`config.mk`:
```
export PLATFORM = sky130hd
export DESIGN_NAME = dds_sweep_ctrl
export DESIGN_NICKNAME = d
export VERILOG_FILES = /design/src/rtl/dds_sweep_ctrl.sv
export SDC_FILE = /design/constraint.sdc
export NUM_CORES = 1
export LEC_CHECK = 0
export CAP_MARGIN = 25
export CORE_ASPECT_RATIO = 1.75
export CORE_MARGIN = 4
export CORE_UTILIZATION = 48
export CTS_CLUSTER_SIZE = 28
export DETAILED_ROUTE_END_ITERATION = 10
export PLACE_DENSITY_LB_ADDON = 0.15
export RECOVER_POWER = 50
export SKIP_LAST_GASP = 1
export SLEW_MARGIN = 20
export SYNTH_ARGS = -nofsm -noshare
export SYNTH_HDL_FRONTEND = slang
export SYNTH_SLANG_ARGS = --single-unit
```
`constraint.sdc`:
```
create_clock -name clk -period 7 [get_ports clk]
set_input_delay 1.05 -clock clk [delete_from_list [all_inputs] [get_ports clk]]
set_output_delay 1.05 -clock clk [all_outputs]
set_load 0.005 [all_outputs]
```
`src/rtl/dds_sweep_ctrl.sv`:
```
// Frequency-sweep controller for a DDS: steps K from k_start to k_stop by k_step,
// holding each word for a programmable dwell; single-shot or continuous repeat.
module dds_sweep_ctrl #(
  parameter int unsigned DWELL_W = 16
) (
  input  logic               clk,
  input  logic               rst,
  input  logic               start,
  input  logic               stop,
  input  logic [31:0]        k_start,
  input  logic [31:0]        k_stop,
  input  logic [31:0]        k_step,
  input  logic [DWELL_W-1:0] dwell,
  input  logic               mode,
  input  logic [10:0]        p_in,
  output logic [31:0]        K,
  output logic [10:0]        P,
  output logic               busy,
  output logic               step_tick,
  output logic               sweep_done,
  output logic               cfg_err
);

  typedef enum logic [1:0] {StIdle, StDwell, StDone} state_e;

  state_e               state_q, state_d;
  logic [31:0]          k_q, k_d;
  logic [10:0]          p_q, p_d;
  logic [31:0]          ks_q, ks_d;
  logic [31:0]          kp_q, kp_d;
  logic [31:0]          kstep_q, kstep_d;
  logic [DWELL_W-1:0]   dwell_q, dwell_d;
  logic                 mode_q, mode_d;
  logic [DWELL_W-1:0]   cnt_q, cnt_d;
  logic                 busy_q, busy_d;
  logic                 tick_q, tick_d;
  logic                 done_q, done_d;
  logic                 err_q, err_d;
  logic [32:0]          next_sum;
  logic                 cfg_ok;

  // Counter counts down to zero, so a dwell of 0 or 1 both give a one-cycle hold.
  function automatic logic [DWELL_W-1:0] reload(input logic [DWELL_W-1:0] dw);
    return (dw == '0) ? '0 : dw - 1'b1;
  endfunction

  always_comb begin
    state_d  = state_q;
    k_d      = k_q;
    p_d      = p_in;
    ks_d     = ks_q;
    kp_d     = kp_q;
    kstep_d  = kstep_q;
    dwell_d  = dwell_q;
    mode_d   = mode_q;
    cnt_d    = cnt_q;
    tick_d   = 1'b0;
    done_d   = 1'b0;
    err_d    = 1'b0;
    next_sum = {1'b0, k_q} + {1'b0, kstep_q};
    cfg_ok   = (k_step != 32'd0) && (k_start <= k_stop);

    case (state_q)
      StIdle: begin
        // stop outranks start, and also suppresses any cfg_err
        if (start && !stop) begin
          if (cfg_ok) begin
            ks_d    = k_start;
            kp_d    = k_stop;
            kstep_d = k_step;
            dwell_d = dwell;
            mode_d  = mode;
            k_d     = k_start;
            cnt_d   = reload(dwell);
            tick_d  = 1'b1;
            state_d = StDwell;
          end else begin
            err_d = 1'b1;
          end
        end
      end
      StDwell: begin
        if (stop) begin
          state_d = StIdle;
        end else if (cnt_q != '0) begin
          cnt_d = cnt_q - 1'b1;
        end else if (!next_sum[32] && (next_sum[31:0] <= kp_q)) begin
          k_d    = next_sum[31:0];
          cnt_d  = reload(dwell_q);
          tick_d = 1'b1;
        end else if (mode_q) begin
          k_d    = ks_q;
          cnt_d  = reload(dwell_q);
          tick_d = 1'b1;
        end else begin
          state_d = StDone;
          done_d  = 1'b1;
        end
      end
      StDone: begin
        state_d = StIdle;
      end
      default: begin
        state_d = StIdle;
      end
    endcase

    busy_d = (state_d != StIdle);
  end

  always_ff @(posedge clk or posedge rst) begin
    if (rst) begin
      state_q <= StIdle;
      k_q     <= '0;
      p_q     <= '0;
      ks_q    <= '0;
      kp_q    <= '0;
      kstep_q <= '0;
      dwell_q <= '0;
      mode_q  <= 1'b0;
      cnt_q   <= '0;
      busy_q  <= 1'b0;
      tick_q  <= 1'b0;
      done_q  <= 1'b0;
      err_q   <= 1'b0;
    end else begin
      state_q <= state_d;
      k_q     <= k_d;
      p_q     <= p_d;
      ks_q    <= ks_d;
      kp_q    <= kp_d;
      kstep_q <= kstep_d;
      dwell_q <= dwell_d;
      mode_q  <= mode_d;
      cnt_q   <= cnt_d;
      busy_q  <= busy_d;
      tick_q  <= tick_d;
      done_q  <= done_d;
      err_q   <= err_d;
    end
  end

  assign K          = k_q;
  assign P          = p_q;
  assign busy       = busy_q;
  assign step_tick  = tick_q;
  assign sweep_done = done_q;
  assign cfg_err    = err_q;

endmodule
```
Yosys cells after proc, flatten, opt, wreduce, memory -nomap -nowiden
Index checks and enable logic that the tools add are counted.

Add/subtract/negate cells: 4. $mul: 0. Divide/modulo/power cells: 0. $lt $le $gt $ge: 2. Eq/ne operators: 7. Shifts and indexed selects: 0. Multiplexer cells: 38. Bitwise logic cells: 0. Reductions and logical operators: 15.

Operators with widths (count): 32-bit two-way mux (6); 16-bit two-way mux (8); 32-bit <= comparator (2); 32-bit case mux with 2 select lines (1); 16-bit by 1-bit subtractor with 16-bit output (second input constant) (3); 32-bit by 32-bit adder with 33-bit output (1); 16-bit zero test (2); 16-bit case mux with 2 select lines (1); 32-bit nonzero test (1); 16-bit nonzero test (1); 1-bit two-way mux (14); 2-bit two-way mux (6); 2-bit != test (second input constant) (4); 6-bit AND reduction (1); 5-bit AND reduction (1); 4-bit != test (second input constant) (1); 2-bit case mux with 2 select lines (1); 2-bit nonzero test (2); 1-bit logical AND (3); 3-bit != test (second input constant) (1); 3-bit AND reduction (1); 2-bit by 1-bit equality test with 1-bit output (second input constant) (1); 1-bit zero test (2); 2-bit zero test (1); 1-bit case mux with 2 select lines (1).

Register bits: 178. Bits in latches: 0. Memory bits (writable): 0. ROM bits: 0. Bits of input ports: 128. Logic and storage cells: 79. Memories kept: 0.

Logic depth before layout (Yosys ltp)
Word-level depth: 8. Mapped depth: 22. Depth with buffers taken out: 21.

Least setup slack after synthesis
OpenSTA, ideal clock, no wires.

Kind: register to register. Start point: register k_q[0] (netlist: K[0]). End point: register cnt_q[6]. Library setup time: 0.125 ns. Arrival time: 4.840 ns. Slack: 2.036 ns. Stages on the path, launching flop included: 22. Clock period less this slack: 4.964 ns. Path through: dfrtp_1 > ha_1 > inv_1 > fa_1 > nor2b_1 > o31a_1 > a21oi_2 > o21ai_2 > a41oi_1 > o311ai_0 > xor2_1 > ha_1 > nand4_1 > or2_2 > nor4_1 > o41a_1 > o21ai_0 > o211ai_2 > nand3b_1 > a21oi_2 > buf_6 > mux2_2.

Longest elaborated chain between the ends: 7.

Ends and longest elaborated chain: from (decl) (line 27) `logic [31:0] k_q, k_d;`; from (signal assigned) (line 128) `k_q <= k_d;`; 32-bit by 32-bit adder with 33-bit output (*) (line 60) `next_sum = {1'b0, k_q} + {1'b0, kstep_q};`; 32-bit <= comparator or 1-bit zero test (tied branches) (line 87) `end else if (!next_sum[32] && (next_sum[31:0] <= kp_q)) begin`; 1-bit logical AND (*) (line 87); 16-bit two-way mux (line 87); 16-bit two-way mux (line 85) `end else if (cnt_q != '0) begin`; 16-bit two-way mux (line 83) `if (stop) begin`; 16-bit case mux with 2 select lines (line 63) `case (state_q)`; to (signal assigned) (line 135) `cnt_q <= cnt_d;`; to (decl) (line 34) `logic [DWELL_W-1:0] cnt_q, cnt_d;`.

Every way passes the cells marked *; elsewhere a longest branch is shown, timed or not. The select of a mux whose other input is x is not followed. A chain may end at the register's enable or synchronous reset.

Worst setup path in the final report
Start point: register k_q[0] (netlist: K[0]). End point: register cnt_q[15].

Same word-level chain as after synthesis.

==> metrics <==
status=complete, but fails checks; violations in the final reports=capacitance limit, slew limit; pin count of the biggest net entering global routing=149; Yosys Warn Count=0; cell leakage power=6.02 nW; proportion of layout cells with a drive suffix above 1=11.2%; die area=26200 µm²; Tightest Pin Transition=3.66 ns; sinks on the clock net=178; TNS Setup=0 ns; Max FO, Critical Path=17; pwr dens=433 nW/µm²; mapped cell area=11300 µm²; total of max-cap violations=4; sum of net half-perimeters after detailed placement=25000 µm; worst-path cell with the longest stage delay=sky130_fd_sc_hd__a21oi_2; Post-DP Area=13300 µm²; Worst Setup End Kind=flop; number of hold-slack violations in the final timing report=0; worst setup slack before clock tree synthesis=0.916 ns; global-route wire length before repair=52200 µm; worst setup path class=reg2reg; remaining design rule violation count=0; initial antenna violation count=0; CTS root buffer=sky130_fd_sc_hd__clkbuf_16; routability-driven placement congestion ratio=0.952; largest stage delay on the critical path=0.78 ns; post-layout worst setup margin=1.05 ns; maximum number of buffers from clock root to sink=2; Total Routed Length=32900 µm; count of instances resized after the clock tree is built=0; starting density of the core=48.5%; clock latency reported for the late side of the worst-skew pair=0.44 ns; CTS clk-pin slew, worst paths=0.06 ns; Peak VDD IR=0.287 mV; Hold/Removal Path Class=reg2reg; Critical Path AT=6.28 ns; Setup Fix Bufs, Post-CTS=0; row count=74; CP startpoint kind=flop; synthesized instance count=1187; gr usage total=26.1%; sequential cell area fraction in the yosys report=39.3%; standard cell core area=23300 µm²; overall die height=211 µm; worst-case clock skew=0.00639 ns; most used flip-flop cell after synthesis=sky130_fd_sc_hd__dfrtp_1; final std cell area, no fill=13900 µm²; count of final setup violators=0; async set or reset register ratio after synthesis=100%; post-synthesis average cell area=9.54 µm²; antenna violation net count after detailed routing=0; number of nets produced by synthesis=1415; most area-hungry cell type in the Yosys netlist=sky130_fd_sc_hd__dfrtp_1; vias in the first global route=9901; RSZ-0062 raised after global routing=false; count of boundary I/O pins=175; required time at the endpoint of the critical path=7.33 ns; #FFs+latches synth=178; count of nets after finishing=1576; number of distinct library cells after synthesis=68; detail-routed net length per standard cell=19.8 µm; Die W=124 µm; Port-buffer cells=174; diode count=0; CP Cell Sequence=ha_1, inv_1, fa_1, nor2b_1, o31a_1, a21oi_2, o21ai_2, a41oi_1, o311ai_0, xor2_1, ha_1, nand4_1, or2_2, nor4_1, o41a_1, o21ai_0, o211ai_2, nand3b_1, a21oi_2, mux2_2; area growth from synthesis to final layout=22.9%; GRT overflow=0; average vias per placed instance=5.73; Post-synth EDFFs=0; number of detailed-route iterations in the first pass=5; Hold Buf Count CTS=0; total clock buffers created by CTS=17; Final Critical Period=5.95 ns; Yosys top cell area share=39.3%; H-tree levels=4; top post-synthesis cells by area=sky130_fd_sc_hd__dfrtp_1, sky130_fd_sc_hd__ha_1, sky130_fd_sc_hd__mux2_2; total number of vias=9545; portion of the clock cycle consumed by the worst path in the final layout=85.0%; final count of pins violating max slew=185; CTS tree=done; maximum clock rate=0.168 GHz; number of design-rule violations left by the first detailed-router iteration=566; headroom to the max-slew limit=-144%
==> final timing paths <==
kind | start | to | slack, ns | depth (start not counted)
max reg2reg | K[0]$_DFFE_PP0P_ | cnt_q[15]$_DFFE_PP0P_ | 1.05 | 20
min | ks_q[6]$_DFFE_PP0P_ | ks_q[6]$_DFFE_PP0P_ | 0.51 | 1
max | K[0]$_DFFE_PP0P_ | cnt_q[15]$_DFFE_PP0P_ | 1.05 | 20
min reg2reg | ks_q[6]$_DFFE_PP0P_ | ks_q[6]$_DFFE_PP0P_ | 0.51 | 1
min in group asynchronous | rst | dwell_q[6]$_DFFE_PP0P_ | 1.43 | 2
max in group asynchronous | rst | kp_q[9]$_DFFE_PP0P_ | 1.49 | 3
==> worst max-delay path, delay by kind of cell, from the launching register on <==
kind / cells / cell delay, ns
AOI/OAI and AO/OA: 9 / 2.66
xor gates and xnor gates: 1 / 0.15
adders and majority gates: 3 / 0.93
buffers and inverters: 1 / 0.06
DFF: 1 / 0.39
muxes: 1 / 0.42
and+or+nand+nor: 5 / 1.20
==> stage by stage <==
stage / hold WS, ns / utilization [%] / instances / total power [mW]
detailed placement: 0.495 / 57.1 / 1629 / 5.08
global placement: 0.483 / 57.1 / 1629 / 5.02
floorplan: 0.472 / - / 1187 / 3.97
finish: 0.506 / 59.6 / 1665 / 6.03
CTS: 0.510 / 59.6 / 1661 / 6.05
global route: 0.519 / 59.6 / 1665 / 6.55
==> final cells by class <==
type                    instances  area (µm²)
fillers                      2134        9420
flip-flops and latches        178        4450
multi-input cells             877        6340
repair buffers                186        1830
clock inverters                 8         104
inverters                      88         332
clock buffers                  24         472
well taps                     304         380
==> cell usage in the layout (no fill, tap or decap), drive strengths merged, types with 6 or more instances in the layout <==
master	synthesis	routed
clkbuf	25	28
nor2	49	49
dfrtp	178	178
inv	88	87
or3	6	6
mux2	93	93
xnor2	38	38
a21oi	95	95
nand2b	7	7
buf	19	8
xor2	28	28
nand3	16	16
a211oi	16	16
mux2i	6	6
nor2b	14	14
or2	6	6
nor3	19	19
nand4	22	22
nand2	110	110
o211ai	9	9
o22ai	14	14
a22oi	14	14
clkdlybuf4s50	0	150
ha	99	99
dlygate4sd3	0	24
o21ai	104	104
and2	6	6
a21o	25	25
nor4	21	21
and3	6	6
==> cells by family (layout without fill, tap and decap cells) <==
logic type                 after synthesis  in the layout  share of synthesized area (%)
adders and majority gates              100            100                           11.1
and+or+nand+nor                        296            296                           12.8
buffers and inverters                  132            306                           4.74
muxes                                   99             99                           9.78
xor gates and xnor gates                66             66                           5.11
AOI/OAI and AO/OA                      316            316                           17.1
DFF                                    178            178                           39.3
==> flip-flops by register name, summed over array words and instances (netlist names) <==
signal,cells
kstep_q,32
dwell_q,16
mode_q,1
ks_q,32
P,11
cfg_err,1
cnt_q,16
busy,1
state_q,2
kp_q,32
sweep_done,1
K,32
step_tick,1
==> layer usage <==
metal	part of all wire, %	GRT usage [%]	up-vias
met3	4.6	4.26	85
met5	0	0	-
met1	38	29.7	4604
li1	-	-	4584
met2	52	46.1	272
met4	5.2	13.5	0
==> where the power goes <==
group	leakage (nW)	switching [mW]	total [mW]	internal (mW)
clock network	0.278	0.406	0.951	0.545
logic	3.61	1.96	3.44	1.49
registers	2.13	0.275	1.64	1.36
==> cells in the mapped netlist (5+ instances only) <==
cell and count:
sky130_fd_sc_hd__o211ai_1 8, sky130_fd_sc_hd__nand2_1 110, sky130_fd_sc_hd__nor3_1 19, sky130_fd_sc_hd__o21ai_1 27, sky130_fd_sc_hd__xnor2_1 38, sky130_fd_sc_hd__a21oi_1 93, sky130_fd_sc_hd__nand3_1 16, sky130_fd_sc_hd__buf_2 15
sky130_fd_sc_hd__o21ai_0 76, sky130_fd_sc_hd__nor2_1 48, sky130_fd_sc_hd__a31oi_1 5, sky130_fd_sc_hd__or3_1 6, sky130_fd_sc_hd__nand2b_1 7, sky130_fd_sc_hd__nor2b_1 14, sky130_fd_sc_hd__o22ai_1 14, sky130_fd_sc_hd__xor2_1 28
sky130_fd_sc_hd__or2_2 6, sky130_fd_sc_hd__o21a_1 5, sky130_fd_sc_hd__and3_1 6, sky130_fd_sc_hd__inv_1 87, sky130_fd_sc_hd__clkbuf_1 25, sky130_fd_sc_hd__mux2_2 89, sky130_fd_sc_hd__a22oi_1 14, sky130_fd_sc_hd__a211oi_1 15
sky130_fd_sc_hd__nand4_1 22, sky130_fd_sc_hd__dfrtp_1 178, sky130_fd_sc_hd__and2_1 5, sky130_fd_sc_hd__nor4_1 19, sky130_fd_sc_hd__ha_1 99, sky130_fd_sc_hd__mux2i_1 6, sky130_fd_sc_hd__a21o_1 25
No activity file was read; power rests on OpenSTA's default activity.
==> variant 1 (config.mk and constraints unchanged) <==
Reset style: synchronous (`rst`), changed in one clocked block.
--- a/src/rtl/dds_sweep_ctrl.sv
+++ b/src/rtl/dds_sweep_ctrl.sv
@@ -109,5 +109,5 @@
   end
 
-  always_ff @(posedge clk or posedge rst) begin
+  always_ff @(posedge clk) begin
     if (rst) begin
       state_q <= StIdle;
Formal check against the unedited RTL: differs if rst is asserted again (counterexample within 4 cycles, from zero or initial values and one cycle with rst high); with rst held inactive, the same outputs for 4 cycles.
==> variant 1 against the original RTL <==
  * The run still ends with capacitance limit, slew limit left
  * Non-clock buffer count fell by 3
  * Maximum frequency shrank 2.3%
  * Critical path depth is 7 lower
  * Routed wire length up 0.93%
  * Area after synthesis about the same
  * First-iteration DRC count decreased by 7.4%
  * Worst setup slack lost 0.14 ns
  * Design area down 0.43%
  * Sequential cell count stayed put
  * Critical path type is now in -> reg
  * Largest cell class unchanged
Power is not compared: it rests on default switching activity, and its combinational part moved more than twofold at a synthesized area within 25%.
==> variant 1: results (changes against the original RTL) <==
stage	metric	value	unit	change
run_status	outcome	complete, but fails checks		
run_status	failing checks	capacitance limit, slew limit		
worst_setup_path	Arrival @ worst endpoint	6.46	ns	+0.18 ns
timing	Fin Clk Skew	0.0118	ns	+0.00543 ns
final_layout	post-layout util	59.4	%	-0.26 points
yosys	largest cells by area after synthesis	dfxtp_1 31%, mux2i_1 12%, ha_1 11%		
worst_setup_path	R2R Path End	K[27]		
power	leakage power	0.00568	uW	
route	WL/cell	18.5	um	-6.2%
grt	largest net degree at the start of global routing	118		-21%
timing	final slew viol count	233		+26%
route	DR WL met3	1360	um	-9.4%
clock_tree	Root Buffer	clkbuf_16		
clock_tree	clock latency on the worst-skew pair	0.46	ns	+0.02 ns
power	combinational power	943	uW	
grt	vias in the first global route	9818		-0.84%
flow_run	Max Cap Violations	3		-1
route	Met1 Wirelength	12600	um	+0.94%
worst_setup_path	Reg2Reg Depth	18		-10%
place	gpl congestion	0.918		-3.6%
final_layout	# nets final	1703		+8.1%
yosys	Main synth FF type	dfxtp_1		
yosys	Post-Syn Nets	1566		+11%
grt	met2 GRT Util	47.0	%	+0.86 points
yosys	Synth cell types	76		+12%
worst_setup_path	slowest stage delay, CP	1.57	ns	+0.79 ns
route	DR vias	10200		+6.4%
worst_setup_path	R2R Setup Slk	0.93	ns	-0.12 ns
worst_hold_path	Hold Path Sink	K[0]		
place	Placement Cell Area	13300	sq um	-0.39%
timing	Hold WS	0.479	ns	-0.0269 ns
yosys	Commonest cells post-synth	207 x nor2_1, 178 x dfxtp_1, 138 x mux2i_1		
grt	global-route wire length before repair	51400	um	-1.5%
final_layout	FILL cells	2190		+2.6%
worst_hold_path	WHS Path Cells	2		+1
timing	fin worst setup slack	0.906	ns	-0.141 ns
grt	total track usage	25.4	%	-0.72 points
worst_setup_path	Worst R2R Start	K[12]		
clock_tree	Post-CTS Setup Bufs	0		unchanged
worst_setup_path	slowest CP cell	clkbuf_4		
worst_setup_path	Worst path top cell family by delay	buffers and inverters		
route	DR WL met2	17800	um	+3.5%
final_layout	final std cells w/o fill	1791		+7.6%
grt	GR met3 Demand/Resource	3.38	%	-0.88 points
worst_setup_path	CP max FO	117		+100
grt	M1 GR Usage	27.8	%	-1.9 points
place	pre-CTS WS	1.10	ns	+0.179 ns
worst_hold_path	Worst Hold Launch	K[0]		
place	hpwl dp	25700	um	+2.9%
route	Initial DRC Count	524		-7.4%
yosys	sequential share of the synthesized area	31.5	%	-7.8 points
timing	actual slew at the worst max-slew pin	2.78	ns	-0.884 ns
final_layout	share of cells above drive strength 1	3.70	%	-7.5 points
yosys	Synth Instances	1338		+13%
yosys	Async SR Flop Fraction	0	%	-100 points
==> variant 1: layout make-up <==
type                    count  area share, %
flip-flops and latches    178           25.7
repair buffers            183           13.2
clock buffers              23           3.59
inverters                  86           2.33
clock inverters             8          0.722
well taps                 304           2.74
multi-input cells        1009           51.7
==> variant 1: kinds of logic after synthesis <==
logic type,after synthesis,share of synthesized area (%)
compound gates,284,17.4
xor+xnor,65,5.03
fa+ha+maj,100,11.1
buf+inv,151,5.37
flops,178,31.5
mux,139,12.3
simple gates,421,17.3
==> variant 1: worst max-delay path by stage <==
stage	start	end	slack, ns	cells after the start
after floorplan	K[13]	K[30]	2.54	20
after global placement	K[12]	K[25]	1.02	17
after CTS	K[12]	K[22]	1.06	19
final	k_stop[31]	cnt_q[8]	0.91	13
after detailed placement	K[12]	K[27]	1.10	18
after global routing	k_stop[31]	cnt_q[8]	0.57	13
==> variant 2 (same flow settings) <==
Without the edit above. The parameter `DWELL_W` goes from 16 to 14.
--- a/src/rtl/dds_sweep_ctrl.sv
+++ b/src/rtl/dds_sweep_ctrl.sv
@@ -2,5 +2,5 @@
 // holding each word for a programmable dwell; single-shot or continuous repeat.
 module dds_sweep_ctrl #(
-  parameter int unsigned DWELL_W = 16
+  parameter int unsigned DWELL_W = 14
 ) (
   input  logic               clk,
Interface: changed (resized dwell); port bits go from 175 to 173. No check against the original RTL was run, so the function may have changed too.
==> variant 2 against the original RTL <==
  * The run still ends with capacitance limit, slew limit left
  * Worst setup slack got worse by 0.26 ns
  * Routed wire length down 2.8%
  * Critical path type unchanged
  * Area after synthesis fell by 0.94%
  * Power grew 4.9%
  * Non-clock buffer count decreased by 7
  * Sequential cell count shrank 4
  * Critical endpoint is now K[22]
  * Design area shrank 1.1%
==> variant 2: results (changes against the original RTL) <==
stage	metric	value	unit	change
run_status	outcome	complete, but fails checks		
yosys	Async SR Flop Fraction	100	%	unchanged
final_layout	share of cells above drive strength 1	11.4	%	+0.19 points
grt	global-route wire length before repair	50800	um	-2.7%
yosys	largest cells by area after synthesis	dfrtp_1 39%, ha_1 11%, mux2_2 9.9%		
flow_run	Max Cap Violations	3		-1
yosys	sequential share of the synthesized area	38.8	%	-0.52 points
yosys	Post-Syn Nets	1378		-2.6%
worst_setup_path	Arrival @ worst endpoint	6.55	ns	+0.27 ns
run_status	failing checks	capacitance limit, slew limit		
final_layout	FILL cells	1988		-6.8%
clock_tree	CTS H-tree depth	4		unchanged
clock_tree	clock latency on the worst-skew pair	0.46	ns	+0.02 ns
place	hpwl dp	24800	um	-0.74%
yosys	Synth cell types	66		-2.9%
yosys	Commonest cells post-synth	174 x dfrtp_1, 99 x ha_1, 99 x mux2_2		
power	Max VDD drop	0.000272	V	-5.3%
route	DR vias/cell	5.61		-2.1%
route	drt first pass iters	7		+2
clock_tree	Max Root-Sink Buffers	2		unchanged
clock_tree	Num CTS Buffers	17		unchanged
grt	total track usage	25.5	%	-0.55 points
worst_hold_path	type of the most critical hold path	reg -> reg		
final_layout	ANT cells	0		unchanged
clock_tree	Root Buffer	clkbuf_16		
timing	max_slew headroom	-89.4	%	+55 points
power	switching power	2760	uW	+4.7%
route	total wire length	32000	um	-2.8%
route	Initial DRC Count	517		-8.7%
place	Placement Cell Area	13200	sq um	-0.95%
clock_tree	post-CTS resize count	0		unchanged
final_layout	# nets final	1535		-2.6%
grt	vias in the first global route	9642		-2.6%
place	gpl congestion	0.950		-0.25%
timing	final slew viol count	179		-3.2%
timing	Fin Clk Skew	0.00946	ns	+0.00306 ns
place	number of port buffers	172		-1.1%
grt	largest net degree at the start of global routing	147		-1.3%
clock_tree	Post-CTS Setup Bufs	0		unchanged
power	leakage power	0.00618	uW	+2.7%
grt	initial antenna violation count	0		unchanged
worst_setup_path	CP max FO	27		+10
variant 2: cell types whose count changed after synthesis, moves of 12 or more:
cell      before  now
mux2i_1        6   27
a211oi_1      15    3
nor2_1        48   78
o21ai_1       27    1
nand2_1      110   90
mux2_1         4   19
variant 2: worst max-delay path, stage by stage (launching register included):
cell	delay, ns
dfrtp_1	0.39
ha_1	0.36
a21oi_1	0.28
o211ai_1	0.17
a221o_1	0.45
o22ai_1	0.54
o31ai_1	0.24
a211oi_1	0.30
xor2_1	0.24
inv_1	0.08
ha_1	0.30
nand4_1	0.14
nor3_1	0.32
nand2_1	0.14
nor3_1	0.21
nand2_1	0.08
a32o_2	0.41
a22o_2	0.37
or2_1	0.39
inv_8	0.28
mux2_2	0.37
variant 2: layout make-up:
cell class	count	area share, %
flip-flops and latches	174	31.6
repair buffers	179	12.9
multi-input cells	850	46.1
clock buffers	25	3.60
well taps	300	2.73
inverters	87	2.44
clock inverters	6	0.600
variant 2: layer usage:
metal | wire length [um] | up-vias | track usage (%) | share of wire [%]
met5 | 0 | - | 0 | 0
met4 | 1470 | 0 | 12.8 | 4.6
met3 | 1020 | 73 | 3.65 | 3.2
met2 | 17400 | 201 | 47.4 | 55
met1 | 12100 | 4405 | 27.5 | 38
li1 | - | 4421 | - | -
variant 2: cell families (layout without fill, tap and decap cells):
group / Yosys count / after routing / share of synthesized area [%]
flip-flops: 174 / 174 / 38.8
adder cells (fa/ha/maj): 100 / 100 / 11.2
multiplexers: 145 / 145 / 14.3
AND/OR/NAND/NOR: 287 / 287 / 12.0
XOR/XNOR: 56 / 56 / 4.37
AO/OA/AOI/OAI: 262 / 262 / 14.6
buffers and inverters: 128 / 297 / 4.77
variant 2: worst paths after layout:
kind | startpoint | to | slack [ns] | depth (start not counted)
worst max-delay path | K[5] | K[22] | 0.79 | 20
worst min-delay path | ks_q[27] | ks_q[27] | 0.50 | 1
worst max register to register | K[5] | K[22] | 0.79 | 20
worst min register to register | ks_q[27] | ks_q[27] | 0.50 | 1
max in group asynchronous | rst | kp_q[12] | 1.70 | 3
min in group asynchronous | rst | mode_q | 1.77 | 2
variant 2: stage by stage:
stage,setup WS (ns),util (%),hold WS (ns),cells
after floorplan,1.23,-,0.472,1152
after global placement,0.995,57.8,0.483,1589
after CTS,0.876,60.3,0.504,1621
final,0.789,60.3,0.505,1621
after detailed placement,0.921,57.8,0.489,1590
after global routing,0.406,60.3,0.526,1621
variant 2: power by group through the flow:
stage               logic, uW  registers, uW  clock network, uW
floorplan                2690           1540                  0
global placement         3720           1610                  0
detailed placement       3790           1620                  0
CTS                      3820           1600                979
global route             4170           1630               1020
finish                   3770           1590                958
